### config.mk
export PLATFORM = sky130hd
export DESIGN_NAME = clint_flat
export DESIGN_NICKNAME = d
export VERILOG_FILES = /design/src/rtl/clint_pkg.sv /design/src/rtl/clint_if.sv /design/src/rtl/clint_mtime.sv /design/src/rtl/clint.sv /design/src/flat_wrapper.sv
export SDC_FILE = /design/constraint.sdc
export NUM_CORES = 1
export LEC_CHECK = 0
export BUFFER_PORTS_ARGS = -buffer_cell sky130_fd_sc_hd__buf_2
export CAP_MARGIN = 20
export CORE_MARGIN = 2
export CORE_UTILIZATION = 49
export CTS_CLUSTER_DIAMETER = 50
export DETAILED_ROUTE_END_ITERATION = 8
export GPL_TIMING_DRIVEN = 0
export PLACE_DENSITY = 0.7
export SETUP_SLACK_MARGIN = 0.4
export SYNTH_ARGS = -nofsm -noshare
export SYNTH_HDL_FRONTEND = slang
export SYNTH_HIERARCHICAL = 1
export SYNTH_SLANG_ARGS = --single-unit
### constraint.sdc
create_clock -name clk -period 3.2 [get_ports clk]
set_clock_uncertainty 0.2 [all_clocks]
set_input_delay 0.32 -clock clk [delete_from_list [all_inputs] [get_ports clk]]
set_output_delay 0.32 -clock clk [all_outputs]
set_load 0.02 [all_outputs]
### src/rtl/clint_pkg.sv
// clint_pkg: shared definitions for the core-local interruptor and the CSR unit.
//   - register byte offsets within the CLINT window
//   - bus handshake FSM state encoding
//   - byte-strobe merge and masked address match helpers
package clint_pkg;

    localparam logic [15:0] CLINT_OFF_MSIP        = 16'h0000;
    localparam logic [15:0] CLINT_OFF_MTIMECMP_LO = 16'h4000;
    localparam logic [15:0] CLINT_OFF_MTIMECMP_HI = 16'h4004;
    localparam logic [15:0] CLINT_OFF_MTIME_LO    = 16'hBFF8;
    localparam logic [15:0] CLINT_OFF_MTIME_HI    = 16'hBFFC;

    typedef enum logic {
        CLINT_IDLE = 1'b0,
        CLINT_RESP = 1'b1
    } clint_state_e;

    // Replace the bytes of old_val selected by be with the matching bytes of new_val.
    function automatic logic [31:0] clint_merge(input logic [31:0] old_val,
                                                input logic [31:0] new_val,
                                                input logic [3:0]  be);
        logic [31:0] res;
        res = old_val;
        for (int i = 0; i < 4; i++) begin
            if (be[i]) begin
                res[8*i +: 8] = new_val[8*i +: 8];
            end
        end
        return res;
    endfunction

    // Address match restricted to the bits the block actually decodes.
    function automatic logic clint_hit(input logic [15:0] addr,
                                       input logic [15:0] off,
                                       input logic [15:0] mask);
        return ((addr & mask) == (off & mask));
    endfunction

endpackage

### src/rtl/clint_if.sv
// clint_if: simple valid/ready register bus between a requester and the CLINT.
//   valid  : request pending, held by the master until ready
//   ready  : one-cycle completion pulse from the slave
//   addr   : word-aligned byte address
//   wmask  : byte write strobes, all zero means read
//   wdata  : write data
//   rdata  : read data, meaningful only while ready=1 (0 otherwise)
interface clint_if;
    logic        valid;
    logic        ready;
    logic [15:0] addr;
    logic [3:0]  wmask;
    logic [31:0] wdata;
    logic [31:0] rdata;

    modport master (output valid, addr, wmask, wdata, input  ready, rdata);
    modport slave  (input  valid, addr, wmask, wdata, output ready, rdata);
endinterface

### src/rtl/clint_mtime.sv
// clint_mtime: prescaler plus 64-bit machine timer.
//   clk, reset : rising-edge clock, asynchronous active-high reset
//   i_tick_en  : enables the prescaler (and therefore mtime ticks)
//   i_wr_lo    : byte strobes for a write to the low mtime word
//   i_wr_hi    : byte strobes for a write to the high mtime word
//   i_wdata    : write data for either word
//   o_mtime    : current 64-bit count
// The prescaler counts 0..TICK_DIV-1 and ticks mtime on its last value.
// A write in a tick cycle wins and the tick is dropped; the prescaler keeps
// running so the tick phase is unaffected by bus traffic.
module clint_mtime
    import clint_pkg::*;
#(
    parameter int unsigned TICK_DIV = 1
)(
    input  logic        clk,
    input  logic        reset,
    input  logic        i_tick_en,
    input  logic [3:0]  i_wr_lo,
    input  logic [3:0]  i_wr_hi,
    input  logic [31:0] i_wdata,
    output logic [63:0] o_mtime
);

    localparam logic [15:0] PRESC_LAST = 16'(TICK_DIV - 1);

    logic [15:0] r_presc;
    logic [63:0] r_mtime;
    logic        w_tick;
    logic        w_wr;

    assign w_tick = i_tick_en && (r_presc == PRESC_LAST);
    assign w_wr   = (i_wr_lo != 4'b0000) || (i_wr_hi != 4'b0000);

    always_ff @(posedge clk or posedge reset) begin
        if (reset) begin
            r_presc <= 16'd0;
            r_mtime <= 64'd0;
        end else begin
            if (i_tick_en) begin
                r_presc <= w_tick ? 16'd0 : r_presc + 16'd1;
            end
            if (w_wr) begin
                r_mtime <= {clint_merge(r_mtime[63:32], i_wdata, i_wr_hi),
                            clint_merge(r_mtime[31:0],  i_wdata, i_wr_lo)};
            end else if (w_tick) begin
                // full 64-bit add: low-to-high carry and the all-ones wrap happen in one cycle
                r_mtime <= r_mtime + 64'd1;
            end
        end
    end

    assign o_mtime = r_mtime;

endmodule

### src/rtl/clint.sv
// clint: core-local interruptor (msip, mtime, mtimecmp) on a valid/ready bus.
//   clk, reset : rising-edge clock, asynchronous active-high reset
//   bus        : clint_if.slave register port (valid/ready/addr/wmask/wdata/rdata)
//   IRQ3       : machine software interrupt, straight from msip bit 0
//   IRQ7       : machine timer interrupt, registered (mtime >= mtimecmp)
// Parameters: TICK_DIV clk cycles per mtime tick, BASE_MASK decoded address bits.
// Build option: define CLINT_MTIME_WRITE_EN to make mtime writable from the bus;
// otherwise mtime writes are dropped but still complete with ready.
//
// Bus FSM
//   state      | meaning
//   CLINT_IDLE | waiting for valid; a request is sampled, written and read here
//   CLINT_RESP | ready=1 with captured rdata; new requests are not taken
module clint
    import clint_pkg::*;
#(
    parameter int unsigned TICK_DIV  = 1,
    parameter logic [15:0] BASE_MASK = 16'hFFFF
)(
    input  logic   clk,
    input  logic   reset,
    clint_if.slave bus,
    output logic   IRQ3,
    output logic   IRQ7
);

    clint_state_e r_state;
    logic         r_ready;
    logic [31:0]  r_rdata;
    logic         r_msip;
    logic [63:0]  r_mtimecmp;
    logic         r_irq7;

    logic         w_accept;
    logic         w_write;
    logic         w_hit_msip;
    logic         w_hit_cmp_lo;
    logic         w_hit_cmp_hi;
    logic         w_hit_mt_lo;
    logic         w_hit_mt_hi;
    logic [31:0]  w_rd_val;
    logic [63:0]  w_mtime;
    logic [3:0]   w_mt_wr_lo;
    logic [3:0]   w_mt_wr_hi;

    assign w_accept     = (r_state == CLINT_IDLE) && bus.valid;
    assign w_write      = (bus.wmask != 4'b0000);
    assign w_hit_msip   = clint_hit(bus.addr, CLINT_OFF_MSIP,        BASE_MASK);
    assign w_hit_cmp_lo = clint_hit(bus.addr, CLINT_OFF_MTIMECMP_LO, BASE_MASK);
    assign w_hit_cmp_hi = clint_hit(bus.addr, CLINT_OFF_MTIMECMP_HI, BASE_MASK);
    assign w_hit_mt_lo  = clint_hit(bus.addr, CLINT_OFF_MTIME_LO,    BASE_MASK);
    assign w_hit_mt_hi  = clint_hit(bus.addr, CLINT_OFF_MTIME_HI,    BASE_MASK);

    // mtime is read as the pre-tick value since the capture uses the current register.
    always_comb begin
        w_rd_val = 32'h0;
        if (w_hit_msip) begin
            w_rd_val = {31'b0, r_msip};
        end else if (w_hit_cmp_lo) begin
            w_rd_val = r_mtimecmp[31:0];
        end else if (w_hit_cmp_hi) begin
            w_rd_val = r_mtimecmp[63:32];
        end else if (w_hit_mt_lo) begin
            w_rd_val = w_mtime[31:0];
        end else if (w_hit_mt_hi) begin
            w_rd_val = w_mtime[63:32];
        end
    end

`ifdef CLINT_MTIME_WRITE_EN
    assign w_mt_wr_lo = (w_accept && w_hit_mt_lo) ? bus.wmask : 4'b0000;
    assign w_mt_wr_hi = (w_accept && w_hit_mt_hi) ? bus.wmask : 4'b0000;
`else
    assign w_mt_wr_lo = 4'b0000;
    assign w_mt_wr_hi = 4'b0000;
`endif

    clint_mtime #(
        .TICK_DIV (TICK_DIV)
    ) u_mtime (
        .clk       (clk),
        .reset     (reset),
        .i_tick_en (1'b1),
        .i_wr_lo   (w_mt_wr_lo),
        .i_wr_hi   (w_mt_wr_hi),
        .i_wdata   (bus.wdata),
        .o_mtime   (w_mtime)
    );

    always_ff @(posedge clk or posedge reset) begin
        if (reset) begin
            r_state <= CLINT_IDLE;
            r_ready <= 1'b0;
            r_rdata <= 32'h0;
        end else begin
            case (r_state)
                CLINT_IDLE: begin
                    if (bus.valid) begin
                        r_state <= CLINT_RESP;
                        r_ready <= 1'b1;
                        r_rdata <= w_rd_val;
                    end
                end
                CLINT_RESP: begin
                    r_state <= CLINT_IDLE;
                    r_ready <= 1'b0;
                    r_rdata <= 32'h0;
                end
                default: begin
                    r_state <= CLINT_IDLE;
                    r_ready <= 1'b0;
                    r_rdata <= 32'h0;
                end
            endcase
        end
    end

    always_ff @(posedge clk or posedge reset) begin
        if (reset) begin
            r_msip     <= 1'b0;
            r_mtimecmp <= 64'hFFFF_FFFF_FFFF_FFFF;
        end else if (w_accept && w_write) begin
            if (w_hit_msip && bus.wmask[0]) begin
                r_msip <= bus.wdata[0];
            end
            if (w_hit_cmp_lo) begin
                r_mtimecmp[31:0] <= clint_merge(r_mtimecmp[31:0], bus.wdata, bus.wmask);
            end
            if (w_hit_cmp_hi) begin
                r_mtimecmp[63:32] <= clint_merge(r_mtimecmp[63:32], bus.wdata, bus.wmask);
            end
        end
    end

    // One cycle of lag is intentional: a fresh mtimecmp write is reflected on the next cycle.
    always_ff @(posedge clk or posedge reset) begin
        if (reset) begin
            r_irq7 <= 1'b0;
        end else begin
            r_irq7 <= (w_mtime >= r_mtimecmp);
        end
    end

    assign bus.ready = r_ready;
    assign bus.rdata = r_rdata;
    assign IRQ3      = r_msip;
    assign IRQ7      = r_irq7;

endmodule

### src/flat_wrapper.sv
// flat-port wrapper written by rule: the top's interface ports become plain ports
module clint_flat import clint_pkg::*;
#(
    parameter int unsigned TICK_DIV  = 1,
    parameter logic [15:0] BASE_MASK = 16'hFFFF
)
  (clk, reset, IRQ3, IRQ7, bus_valid, bus_addr, bus_wmask, bus_wdata, bus_ready, bus_rdata);
  clint_if bus_i ();
  input  logic clk;
  input  logic reset;
  output logic IRQ3;
  output logic IRQ7;
  input wire logic [$bits(bus_i.valid)-1:0] bus_valid;
  input wire logic [$bits(bus_i.addr)-1:0] bus_addr;
  input wire logic [$bits(bus_i.wmask)-1:0] bus_wmask;
  input wire logic [$bits(bus_i.wdata)-1:0] bus_wdata;
  output wire logic [$bits(bus_i.ready)-1:0] bus_ready;
  output wire logic [$bits(bus_i.rdata)-1:0] bus_rdata;
  assign bus_i.valid = bus_valid;
  assign bus_i.addr = bus_addr;
  assign bus_i.wmask = bus_wmask;
  assign bus_i.wdata = bus_wdata;
  assign bus_ready = bus_i.ready;
  assign bus_rdata = bus_i.rdata;
  clint #(.TICK_DIV(TICK_DIV), .BASE_MASK(BASE_MASK)) u_core (.clk(clk), .reset(reset), .bus(bus_i), .IRQ3(IRQ3), .IRQ7(IRQ7));
endmodule
== After elaboration in Yosys (flattened, before gate mapping) ==
Cells that the tools add are included.

* Register bits: 180
* Input bits: 55
* Output and inout bits: 35

* $add $sub $neg: 2
* Magnitude comparators: 1
* Eq/ne operators: 5
* Muxes and demuxes: 12
* Bitwise gates (word level): 1
* Reductions and logical operators: 15

{| class="wikitable"
|+ Operators with widths
! kind !! count
|-
| two-way mux 32 bit || 6
|-
| adder 64 x 1 -> 64 bit, second input constant || 1
|-
| >= comparator 64 bit || 1
|-
| case mux 32 bit (2 select lines) || 1
|-
| == test 16 x 15 -> 1 bit, second input constant || 2
|-
| == test 16 bit, second input constant || 2
|-
| zero test 16 bit || 2
|-
| AND reduction 3 bit || 8
|-
| adder 16 x 1 -> 16 bit, second input constant || 1
|-
| two-way mux 16 bit || 1
|-
| case mux 1 bit (2 select lines) || 2
|-
| nonzero test 4 bit || 1
|-
| logical AND 1 bit || 3
|-
| two-way mux 1 bit || 2
|-
| != test 2 bit, second input constant || 1
|-
| AND reduction 2 bit || 1
|-
| NOT 1 bit || 1
|}

== Logic depth before layout (Yosys ltp) ==
Gate-level depths: netlist of the first run.

* Depth in word-level cells: 8
* Depth in mapped cells: 10

== Modules after synthesis ==
Netlist of the first run, hierarchy kept.

{| class="wikitable"
|+ Modules (own cells, without submodules)
! module !! times used !! cells each !! area each (um2)
|-
| clint || 1 || 620 || 6155.9
|-
| clint_mtime || 1 || 603 || 5051.1
|}

== Worst setup path before layout of the first run ==
OpenSTA, ideal clock, no wires.

* Path kind: flip-flop to flip-flop
* Start point: register u_core.u_mtime.r_mtime[0], in the netlist u_core/u_mtime/o_mtime[0]
* End point: register u_core.u_mtime.r_mtime[54], in the netlist u_core/u_mtime/o_mtime[54]
* Arrival time: 2.255 ns
* Required time: 2.913 ns
* Path slack: 0.658 ns
* Stages on the path, launching flop included: 8
* Cell sequence: dfrtp_1 > ha_1 > nand3_2 > nor4_4 > nand2_4 > or4_1 > or4_1 > o211ai_1

* Cells in the longest elaborated chain, start to end: 1

{| class="wikitable"
|+ RTL lines
! what !! line !! source
|-
| from (decl) || clint_mtime.sv:28 || <nowiki>logic [63:0] r_mtime;</nowiki>
|-
| from (signal assigned) || clint_mtime.sv:44 || <nowiki>r_mtime <= {clint_merge(r_mtime[63:32], i_wdata, i_wr_hi),</nowiki>
|-
| from (signal assigned) || clint_mtime.sv:48 || <nowiki>r_mtime <= r_mtime + 64'd1;</nowiki>
|-
| adder 64 x 1 -> 64 bit || clint_mtime.sv:48 ||
|}

No other way between the ends.
A chain may end at the register's enable or synchronous reset.

== Worst setup path in the final report of the first run ==
* Start point: register u_core.r_mtimecmp[23]
* End point: register u_core.r_irq7, in the netlist u_core/IRQ7

* Cells in the longest elaborated chain, start to end: 1

{| class="wikitable"
|+ RTL lines
! what !! line !! source
|-
| from (decl) || clint.sv:31 || <nowiki>logic [63:0] r_mtimecmp;</nowiki>
|-
| from (signal assigned) || clint.sv:127 || <nowiki>r_mtimecmp[31:0] <= clint_merge(r_mtimecmp[31:0], bus.wdata, bus.wmask);</nowiki>
|-
| >= comparator 64 bit || clint.sv:140 || <nowiki>r_irq7 <= (w_mtime >= r_mtimecmp);</nowiki>
|-
| to (signal assigned) || clint.sv:140 ||
|-
| to (decl) || clint.sv:32 || <nowiki>logic r_irq7;</nowiki>
|}

No other way between the ends.

==> metrics.md, run 1 <==
| Metric | Value |
|---|---|
| Hold Violations, Final | 0 |
| Comb pwr share | 14.2% |
| Slew Limit Fails | 0 |
| Synth Flop Type | dfrtp_1 |
| Setup-failing EPs final | 0 |
| Max Cap Violations | 0 |
| Die Wd | 155 um |
| Clock latency on the worst-skew pair | 0.45 ns |
| Worst rel slew slack | 51.4% |
| Psw | 1.65 mW |
| Crit. End Element | flop |
| Worst R2R Path Depth | 8 |
| FP Rows | 55 |
| Unique masters post-synth | 74 |
| Post-DP HPWL | 29,300 um |
| Io pins | 90 |
| FF-to-FF Start | u_core/r_mtimecmp[23] |
| Placed Cells | 1,627 |
| Hold Crit Depth | 3 |
| Seq cells post-synth | 180 |
| Root buf cell | clkbuf_16 |
| Initial antenna violation count | 0 |
| Area post-placement | 12,200 um2 |
| Inserted Diodes | 0 |
| Number of synthesized flops with an enable pin | 0 |
| Sequential Power Share | 47.2% |
| Total core area | 22,600 um2 |
| # port buffers | 89 |
| Vias in the first global route | 10,700 |
| CTS tree | done |
| Mean Syn Cell Area | 9.16 um2 |
| Initial DRC count | 1,499 |
| Drt pass-1 iters | 9 |
| Reg2Reg Setup Slack | 0.19 ns |
| Peak Freq | 333 MHz |
| Clk network pwr share | 38.6% |
| Yosys top cell area share | 25.9% |
| Sequence of cells on the critical path | inv_1 > ha_1 > nand4_1 > nor4_2 > nand2_1 > nor3_1 > nor3_1 > o211ai_1 |
| Wire length per cell | 23.5 um |
| Nets | 1,538 |
| CP Buf/Inv Count | 1 |
| Post-route insts no fill | 1,714 |
| Internal power | 3.88 mW |
| Ys async rst share | 100% |
| CP max stage delay | 0.55 ns |
| Setup CP Type | reg2reg |
| Largest net degree at the start of global routing | 64 |
| Final period util | 93.9% |
| Area contributors post-synth | dfrtp_1 26%, dfstp_2 15%, ha_1 7.5%, nand2_1 5.6%, a21oi_1 3.8% |
| Worst path slowest cell | dfstp_2 |
| Layout cell share with drive strength beyond 1 | 21.9% |
| Fin util | 59.4% |
| Cell mode on critical path | nor3_1 |
| Status | finished, violations left |
| DRC viols | 1 |
| Routability congestion estimate | 1.04 |
| Synth top cells by count | 167 x nand2_1, 116 x dfrtp_1, 86 x inv_1 |
| Post-Synthesis Cell Area | 11,200 um2 |
| Switching Fraction | 29.9% |
| Vias | 10,900 |
| RSZ-0062 raised after global routing | true |
| CTS Buf Count | 17 |
| Mapped Cells | 1,223 |
| CP top delay family | simple AND/OR/NAND/NOR gates |
| Arrival time at the worst endpoint | 3.13 ns |
| Layout area overhead | 19.5% |
| Worst EP required | 3.33 ns |
| Cell count along the critical path | 8 |
| Hold Crit Start | bus_wmask[0] |
| Hold path endpoint | u_core/IRQ3 |
| Power, Total | 5.54 mW |
| Clock sinks | 180 |
| Detail Route Antenna Nets | 0 |
| Die area | 24,100 um2 |
| Worst Setup Start Kind | flop |
| Synth area leader | dfrtp_1 |
| Die height | 155 um |
| First-pass GRT wire length | 61,700 um |
| Final Cell Area | 13,400 um2 |
| Pwr/cell area | 413 nW/um2 |
| Initial Utilization | 49.7% |
| Synth warn | 6 |
| Post-route minimum period | 3.01 ns |
| Critical R2R Capture | u_core/IRQ7 |
| Drt total wl | 40,300 um |
| Failing checks | design-rule violations |
| Worst vdd ir | 362 uV |
| Remaining global-route overflow | 0 |
| Maximum fanout along the worst path | 3 |
| Worst slew pin tran | 0.729 ns |
| Clk buf depth | 2 |
| Most frequent cell after synthesis | nand2_1 |
| Global Route Usage Sum | 34.0% |
| Min-Delay Path Class | in2reg |
| Leak | 6.02 nW |
| Post-synthesis sequential area ratio | 40.9% |
| CTS clk-pin slew, worst paths | 0.08 ns |
| Vias per inst | 6.35 |
| H-tree depth | 4 |
[layout make-up]
cell class / instances / area [um2]
multi-input combinational: 924 / 6220
clock inverter: 11 / 128
inverter: 86 / 329
sequential: 180 / 4600
clock buffer: 21 / 450
tap: 285 / 357
fill: 2026 / 9180
timing repair buffer: 147 / 1010
buffer: 60 / 303
[per-stage QoR]
step,worst slack [ns],TNS (ns),hold slack [ns]
after floorplan,0.628,0,0.211
after global placement,-0.585,-46.25,0.247
after detailed placement,-0.172,-0.172,0.111
after CTS,0.192,0,0.0474
after global routing,0.278,0,0.0678
final,0.194,0,0.0557
[power by group through the flow]
| stage | clock (mW) | combinational [mW] | sequential (mW) |
|---|---|---|---|
| 5_1_grt | 2.25 | 0.868 | 2.62 |
| 2_1_floorplan | 0 | 0.459 | 2.56 |
| 6_report | 2.14 | 0.785 | 2.61 |
| 3_5_place_dp | 0 | 0.696 | 2.63 |
| 4_1_cts | 2.17 | 0.753 | 2.60 |
| 3_3_place_gp | 0 | 0.666 | 2.63 |
[registers in the layout, indices dropped and copies added, names as in the netlist]
register and cells:
u_core/IRQ3 1, u_core/r_mtimecmp 64, u_core/u_mtime/r_presc 16, u_core/IRQ7 1
u_core/bus.ready 1, u_core/bus.rdata 32, u_core/r_state 1, u_core/u_mtime/o_mtime 64
[how the worst max path moves through the flow]
| stage | from | endpoint | slack, ns |
|---|---|---|---|
| final | u_core/r_mtimecmp[23] | u_core/IRQ7 | 0.19 |
| after global routing | u_core/r_mtimecmp[23] | u_core/IRQ7 | 0.28 |
| after CTS | u_core/r_mtimecmp[61] | u_core/IRQ7 | 0.19 |
| after detailed placement | u_core/r_mtimecmp[61] | u_core/IRQ7 | -0.17 |
| after global placement | reset | u_core/u_mtime/o_mtime[10] | -0.59 |
| after floorplan | reset | u_core/u_mtime/o_mtime[0] | 0.63 |
[worst register-to-register path, cell delays in order (launching register included)]
cell and delay [ns]:
dfstp_2 0.55, inv_1 0.04, ha_1 0.30, nand4_1 0.25
nor4_2 0.46, nand2_1 0.23, nor3_1 0.46, nor3_1 0.09
o211ai_1 0.30
[per-layer routing]
metal  global-route usage (%)  share of wire [%]  up-vias  routed length (um)
met5                        0              0.072        -                  29
met3                     6.35                8.5      156                3450
li1                         -                  -     4907                   -
met2                     53.7                 45      583               18200
met4                     20.2                6.5        2                2610
met1                     43.7                 40     5234               16000
[cells in the final DEF (no fill, tap or decap), types with 29 or more instances in the layout]
cell type and instances:
a21oi_1 85, a222oi_1 31, a22o_1 31, buf_2 107, conb_1 29, dfrtp_1 107, dfstp_2 64, dlygate4sd3_1 34
ha_1 66, inv_1 84, nand2_1 167, nand3_1 41, nand4_1 34, nor2_1 69, o21ai_0 53
[cell families after synthesis]
| group | count (synthesis) | synth area share [%] |
|---|---|---|
| compound gates | 336 | 20.5 |
| xor+xnor | 15 | 1.17 |
| fa+ha+maj | 67 | 7.48 |
| buf+inv | 146 | 5.50 |
| flops | 180 | 40.9 |
| mux | 43 | 4.21 |
| other cells | 2 | 0.0670 |
| simple gates | 434 | 20.2 |
[what timing repair did]
item	in CTS	in global routing
hold endpoints to repair	96	0
pin swaps	5	5
gates resized for setup	15	28
hold buffers	34	0
endpoints found under the setup margin	58	59
setup buffers	14	7
Note: power is estimated with default switching activity, not from simulation.
==> run 2: changes to the inputs <==
Settings changed: CELL_PAD_IN_SITES_DETAIL_PLACEMENT set to 0, CELL_PAD_IN_SITES_GLOBAL_PLACEMENT set to 1, CORE_UTILIZATION 49 to 43, PLACE_DENSITY 0.7 to not set, PLACE_DENSITY_LB_ADDON set to 0.1.
==> run 2 against run 1 <==
The run now ends clean; flip-flop and latch count did not move; maximum frequency rose by 7.6%; non-clock buffer count did not move; critical path depth fell by 2; design area rose by 0.37%; sequential power barely moved; via count fell by 1.4%; power rose by 0.79%; sequential share of layout area fell by 0.16 points; wire length rose by 4.6%; clock power rose by 2%; highest routed layer is now met4.
==> metrics.md, run 2 (synthesis gave the netlist of run 1 again) <==
| Metric | Value |
|---|---|
| DRC viols | 0 (-1) |
| Reg2Reg Setup Slack | 0.41 ns (+0.21 ns) |
| Crit. End Element | flop |
| Die height | 165 um (+6.6%) |
| Wire length per cell | 23.9 um (+1.6%) |
| Post-route insts no fill | 1,764 (+2.9%) |
| Max Cap Violations | 0 (unchanged) |
| Post-route minimum period | 2.79 ns (-0.213 ns) |
| First-pass GRT wire length | 62,000 um (+0.41%) |
| Clock sinks | 180 (unchanged) |
| Placed Cells | 1,678 (+3.1%) |
| Initial DRC count | 1,165 (-22%) |
| Worst Setup Start Kind | flop |
| Vias in the first global route | 10,100 (-5.8%) |
| Power, Total | 5.58 mW (+0.79%) |
| Worst slew pin tran | 0.999 ns (+0.271 ns) |
| Setup CP Type | reg2reg |
| Min-Delay Path Class | in2reg |
| Die area | 27,400 um2 (+14%) |
| CP max stage delay | 0.56 ns (about the same) |
| Peak Freq | 358 MHz (+7.6%) |
| Largest net degree at the start of global routing | 53 (-17%) |
| Nets | 1,538 (unchanged) |
| Clock latency on the worst-skew pair | 0.45 ns (about the same) |
| Sequence of cells on the critical path | nand4_1 > nor2_1 > nand3_1 > or4_1 > or4_1 > o211ai_1 |
| Post-DP HPWL | 30,300 um (+3.5%) |
| Inserted Diodes | 0 (unchanged) |
| FP Rows | 59 (+7.3%) |
| Slew Limit Fails | 0 (unchanged) |
| Layout area overhead | 20.0% |
| Routability congestion estimate | 0.956 (-7.7%) |
| Remaining global-route overflow | 0 (unchanged) |
| Worst EP required | 3.36 ns (+0.03 ns) |
| H-tree depth | 4 (unchanged) |
| CTS Buf Count | 17 (unchanged) |
| Final Cell Area | 13,400 um2 (+0.37%) |
| RSZ-0062 raised after global routing | true |
| Setup-failing EPs final | 0 (unchanged) |
| Die Wd | 165 um (+6.6%) |
| Maximum fanout along the worst path | 9 (+6) |
| Detail Route Antenna Nets | 0 (unchanged) |
| CTS clk-pin slew, worst paths | 0.07 ns (about the same) |
| Most frequent cells in the layout | 167 x nand2_1, 110 x dfrtp_1, 108 x buf_2, 85 x a21oi_1, 84 x inv_1 |
| Global Route Usage Sum | 31.2% (-2.8 points) |
| # port buffers | 89 (unchanged) |
| Drt pass-1 iters | 6 (-3) |
| Vias per inst | 6.09 (-4.1%) |
| Final period util | 87.3% (-6.7 points) |
| Initial antenna violation count | 0 (unchanged) |
| Status | complete, no violations |
| Io pins | 90 (unchanged) |
| Clk buf depth | 2 (unchanged) |
| CTS tree | done |
| Cell mode on critical path | or4_1 |
| Vias | 10,700 (-1.4%) |
| Pwr/cell area | 415 nW/um2 (+0.42%) |
| Arrival time at the worst endpoint | 2.95 ns (-0.18 ns) |
| Hold Violations, Final | 0 (unchanged) |
| Area post-placement | 12,300 um2 (+0.55%) |
| Drt total wl | 42,200 um (+4.6%) |
| Worst rel slew slack | 33.4% (-18 points) |
| Leak | 6.05 nW (+0.42%) |
| CP Buf/Inv Count | 0 (-1) |
| Worst vdd ir | 235 uV (-35%) |
| CP top delay family | simple AND/OR/NAND/NOR gates |
| Total core area | 25,800 um2 (+14%) |
| Layout cell share with drive strength beyond 1 | 21.3% (-0.56 points) |
| Initial Utilization | 43.4% (-6.3 points) |
| Worst path slowest cell | dfrtp_1 |
| Most common library cell in the layout ignoring fill and taps | nand2_1 |
| Root buf cell | clkbuf_16 |
run 2: changes by cell type in the layout (fill, tap and decap cells not counted), moves of 2 or more:
cell	delta
clkbuf_1	-3
clkinvlp_4	-2
dfrtp_1	+3
dfrtp_2	-3
inv_6	+2
inv_8	+2
nor2_1	+3
nor2_2	-3
or4_1	+2
or4_4	-2
run 2: final timing paths:
kind | from | end | cells after the start
worst max register to register | u_core/u_mtime/o_mtime[25] | u_core/u_mtime/o_mtime[54] | 6
worst min register to register | u_core/r_state | u_core/bus.ready | 1
max in group asynchronous | reset | u_core/r_mtimecmp[48] | 5
worst max-delay path | u_core/u_mtime/o_mtime[25] | u_core/u_mtime/o_mtime[54] | 6
min in group asynchronous | reset | u_core/u_mtime/r_presc[8] | 3
worst min-delay path | bus_wmask[0] | u_core/IRQ3 | 3
run 2: worst reg2reg max path, stage by stage, from the launching register on:
cell	delay, ns
dfrtp_1	0.56
nand4_1	0.44
nor2_1	0.32
nand3_1	0.16
or4_1	0.49
or4_1	0.44
o211ai_1	0.10
run 2: final cells by class:
class                           count  area (um2)
Fill cell                        2485       12400
Clock inverter                     13         143
Inverter                           86         329
Tap cell                          335         419
Multi-Input combinational cell    924        6200
Timing Repair Buffer              147        1010
Clock buffer                       19         453
Sequential cell                   180        4590
Buffer                             60         302
run 2: report_power, final:
part,switching [mW],internal (mW),leakage [nW]
registers,0.219,2.39,2.10
clock network,1.04,1.15,0.292
logic,0.465,0.317,3.65
run 2: stage by stage:
step / utilization (%) / setup WS [ns] / setup TNS [ns] / hold WS, ns
after floorplan: - / 0.628 / 0 / 0.211
after global placement: 47.1 / -0.772 / -61.28 / 0.239
after detailed placement: 47.4 / -0.0141 / -0.0141 / 0.182
after CTS: 51.8 / 0.367 / 0 / 0.0424
after global routing: 52.0 / 0.374 / 0 / 0.0658
final: 52.0 / 0.407 / 0 / 0.0555
run 2: metal layers:
layer,share of wire (%),wire length [um],vias to the layer above,global-route usage [%]
met3,8.4,3530,71,6.54
li1,-,-,4901,-
met1,42,17800,5250,41.4
met4,3.6,1530,0,12.4
met5,0,0,-,0
met2,46,19300,513,49.6
run 2: timing repair:
action                                 in CTS  in global routing
pin swaps                                   8                  2
buffers inserted                           15                  5
setup endpoints to repair                  70                 39
gates resized for setup                    17                 14
hold buffers                               34                  0
endpoints found under the hold margin      89                  0
==> run 3: changes to the inputs <==
Settings changed: CELL_PAD_IN_SITES_DETAIL_PLACEMENT 0 to 1.
==> run 3 against run 2 <==
Hold slack improved by 0.015 ns; critical path depth increased by 2; maximum frequency increased by 0.29%.
==> metrics.md, run 3 (synthesis gave the netlist of run 1 again) <==
| Metric | Value |
|---|---|
| Status | complete, no violations |
| Clock sinks | 180 (unchanged) |
| Clk network pwr share | 38.1% (-1.1 points) |
| Global Route Usage Sum | 33.3% (+2.1 points) |
| Switching Fraction | 30.8% (-0.18 points) |
| Multi-input logic area | 6200 um2 (about the same) |
| Fin util | 52.1% (+0.10 points) |
| FP Rows | 59 (unchanged) |
| First-pass GRT wire length | 67,200 um (+8.4%) |
| Min-Delay Path Class | in2reg |
| Die height | 165 um (unchanged) |
| Arrival time at the worst endpoint | 2.90 ns (-0.05 ns) |
| Layout cell share with drive strength beyond 1 | 22.0% (+0.69 points) |
| Crit. End Element | flop |
| Layout area overhead | 20.2% |
| Largest net degree at the start of global routing | 53 (unchanged) |
| Maximum fanout along the worst path | 10 (+1) |
| Total core area | 25,800 um2 (unchanged) |
| Inserted Diodes | 0 (unchanged) |
| Sequence of cells on the critical path | nor4b_1 > nand4_1 > buf_4 > or2_1 > clkbuf_8 > or4_4 > nand3_1 > o211ai_1 |
| Worst Setup Start Kind | flop |
| Die Wd | 165 um (unchanged) |
| Post-DP HPWL | 32,200 um (+6.2%) |
| Io pins | 90 (unchanged) |
| Psw | 1.71 mW (-1.0%) |
| Most common library cell in the layout ignoring fill and taps | nand2_1 |
| H-tree depth | 4 (unchanged) |
| Die area | 27,400 um2 (unchanged) |
| Root buf cell | clkbuf_16 |
| Max Cap Violations | 0 (unchanged) |
| Worst vdd ir | 287 uV (+22%) |
| CP top delay family | simple AND/OR/NAND/NOR gates |
| Final period util | 87.0% (-0.26 points) |
| CTS Buf Count | 17 (unchanged) |
| Most frequent cells in the layout | 167 x nand2_1, 108 x buf_2, 103 x dfrtp_1, 85 x a21oi_1, 84 x inv_1 |
| Placed Cells | 1,678 (unchanged) |
| Internal power | 3.84 mW (-0.22%) |
| Initial Utilization | 43.4% (unchanged) |
| Worst path slowest cell | or4_4 |
| Worst EP required | 3.31 ns (-0.05 ns) |
| DRC viols | 0 (unchanged) |
| Worst slew pin tran | 1.02 ns (+0.0178 ns) |
| Pwr/cell area | 412 nW/um2 (-0.67%) |
| Detail Route Antenna Nets | 0 (unchanged) |
| Setup CP Type | reg2reg |
| Remaining global-route overflow | 0 (unchanged) |
| Clk buf depth | 2 (unchanged) |
| Fillers | 3,047 (+23%) |
| Post-route insts no fill | 1,769 (+0.28%) |
| Vias per inst | 6.26 (+2.9%) |
| RSZ-0062 raised after global routing | true |
| Drt pass-1 iters | 6 (unchanged) |
| Routability congestion estimate | 0.956 (unchanged) |
| Area post-placement | 12,300 um2 (unchanged) |
| Nets | 1,543 (+0.33%) |
| Initial DRC count | 1,023 (-12%) |
| Setup-failing EPs final | 0 (unchanged) |
| Comb pwr share | 14.8% (+0.8 points) |
| Vias | 11,100 (+3.2%) |
| Vias in the first global route | 11,300 (+12%) |
| Final Cell Area | 13,500 um2 (+0.20%) |
| CP Buf/Inv Count | 2 (+2) |
| Worst rel slew slack | 32.2% (-1.2 points) |
| Clock latency on the worst-skew pair | 0.44 ns (about the same) |
| Drt total wl | 44,900 um (+6.5%) |
| Slew Limit Fails | 0 (unchanged) |
| Power, Total | 5.55 mW (-0.47%) |
| CP max stage delay | 0.55 ns (about the same) |
| Sequential Power Share | 47.1% (+0.4 points) |
| Peak Freq | 359 MHz (+0.29%) |
| Register area | 4600 um2 (+0.19%) |
| Leak | 6.05 nW (about the same) |
| Wire length per cell | 25.4 um (+6.2%) |
| Hold Violations, Final | 0 (unchanged) |
| Initial antenna violation count | 0 (unchanged) |
| # port buffers | 89 (unchanged) |
| CTS clk-pin slew, worst paths | 0.07 ns (about the same) |
| CTS tree | done |
| Post-route minimum period | 2.78 ns (-0.00817 ns) |
## run 3: cell count changes in the layout (fill, tap and decap cells not counted), moves of 2 or more
| cell | previous run | this run |
|---|---|---|
| dfrtp_2 | 6 | 13 |
| clkbuf_1 | 22 | 25 |
| clkinvlp_4 | 2 | 5 |
| inv_6 | 4 | 2 |
| dfrtp_1 | 110 | 103 |
| inv_8 | 2 | 0 |
| buf_4 | 25 | 29 |
## run 3: final timing paths
kind | from | endpoint | slack [ns] | cells after the start
min in group asynchronous | reset | u_core/u_mtime/r_presc[10] | 0.28 | 3
min | bus_wmask[0] | u_core/IRQ3 | 0.07 | 3
min reg2reg | u_core/r_state | u_core/bus.ready | 0.26 | 1
max reg2reg | u_core/u_mtime/r_presc[13] | u_core/u_mtime/o_mtime[59] | 0.42 | 8
max in group asynchronous | reset | u_core/r_mtimecmp[48] | 1.39 | 5
max | u_core/u_mtime/r_presc[13] | u_core/u_mtime/o_mtime[59] | 0.42 | 8
## run 3: metrics by stage
step                hold slack, ns  setup WS [ns]  setup TNS, ns
finish                      0.0701          0.415              0
global route                0.0615          0.367              0
CTS                         0.0597          0.314              0
detailed placement           0.193        -0.0343        -0.0446
global placement             0.239         -0.772         -61.28
floorplan                    0.211          0.628              0
## run 3: cell type report
cell class	count	share of cell area, %
Buffer	60	2.29
Clock buffer	22	3.45
Clock inverter	10	0.743
Inverter	86	2.44
Multi-Input combinational cell	924	46.1
Sequential cell	180	34.1
Tap cell	335	3.11
Timing Repair Buffer	152	7.76
## run 3: metal layers
metal / GRT usage (%) / up-vias / share of wire [%]
li1: - / 4898 / -
met1: 43.2 / 5579 / 42
met2: 54.8 / 495 / 47
met3: 5.74 / 107 / 7.1
met4: 13.9 / 0 / 4.2
met5: 0 / - / 0
## run 3: worst reg2reg max path, stage by stage (launching register included)
cell and delay, ns:
dfrtp_1 0.41, nor4b_1 0.48, nand4_1 0.18, buf_4 0.20
or2_1 0.23, clkbuf_8 0.20, or4_4 0.56, nand3_1 0.10
o211ai_1 0.09
## run 3: power by group through the flow
stage                     combinational [mW]  clock (mW)  sequential, mW
final                                  0.820        2.12            2.61
after global routing                   0.901        2.24            2.63
after CTS                              0.775        2.16            2.60
after detailed placement               0.716           0            2.64
after global placement                 0.682           0            2.63
after floorplan                        0.459           0            2.56
## run 3: timing repair
item                                    4_1_cts  5_1_grt
resized for setup                            17       23
buffers inserted                             16        9
hold buffers                                 34        0
endpoints found under the setup margin       73       46
pin swaps                                     9        4
endpoints found under the hold margin        82        0
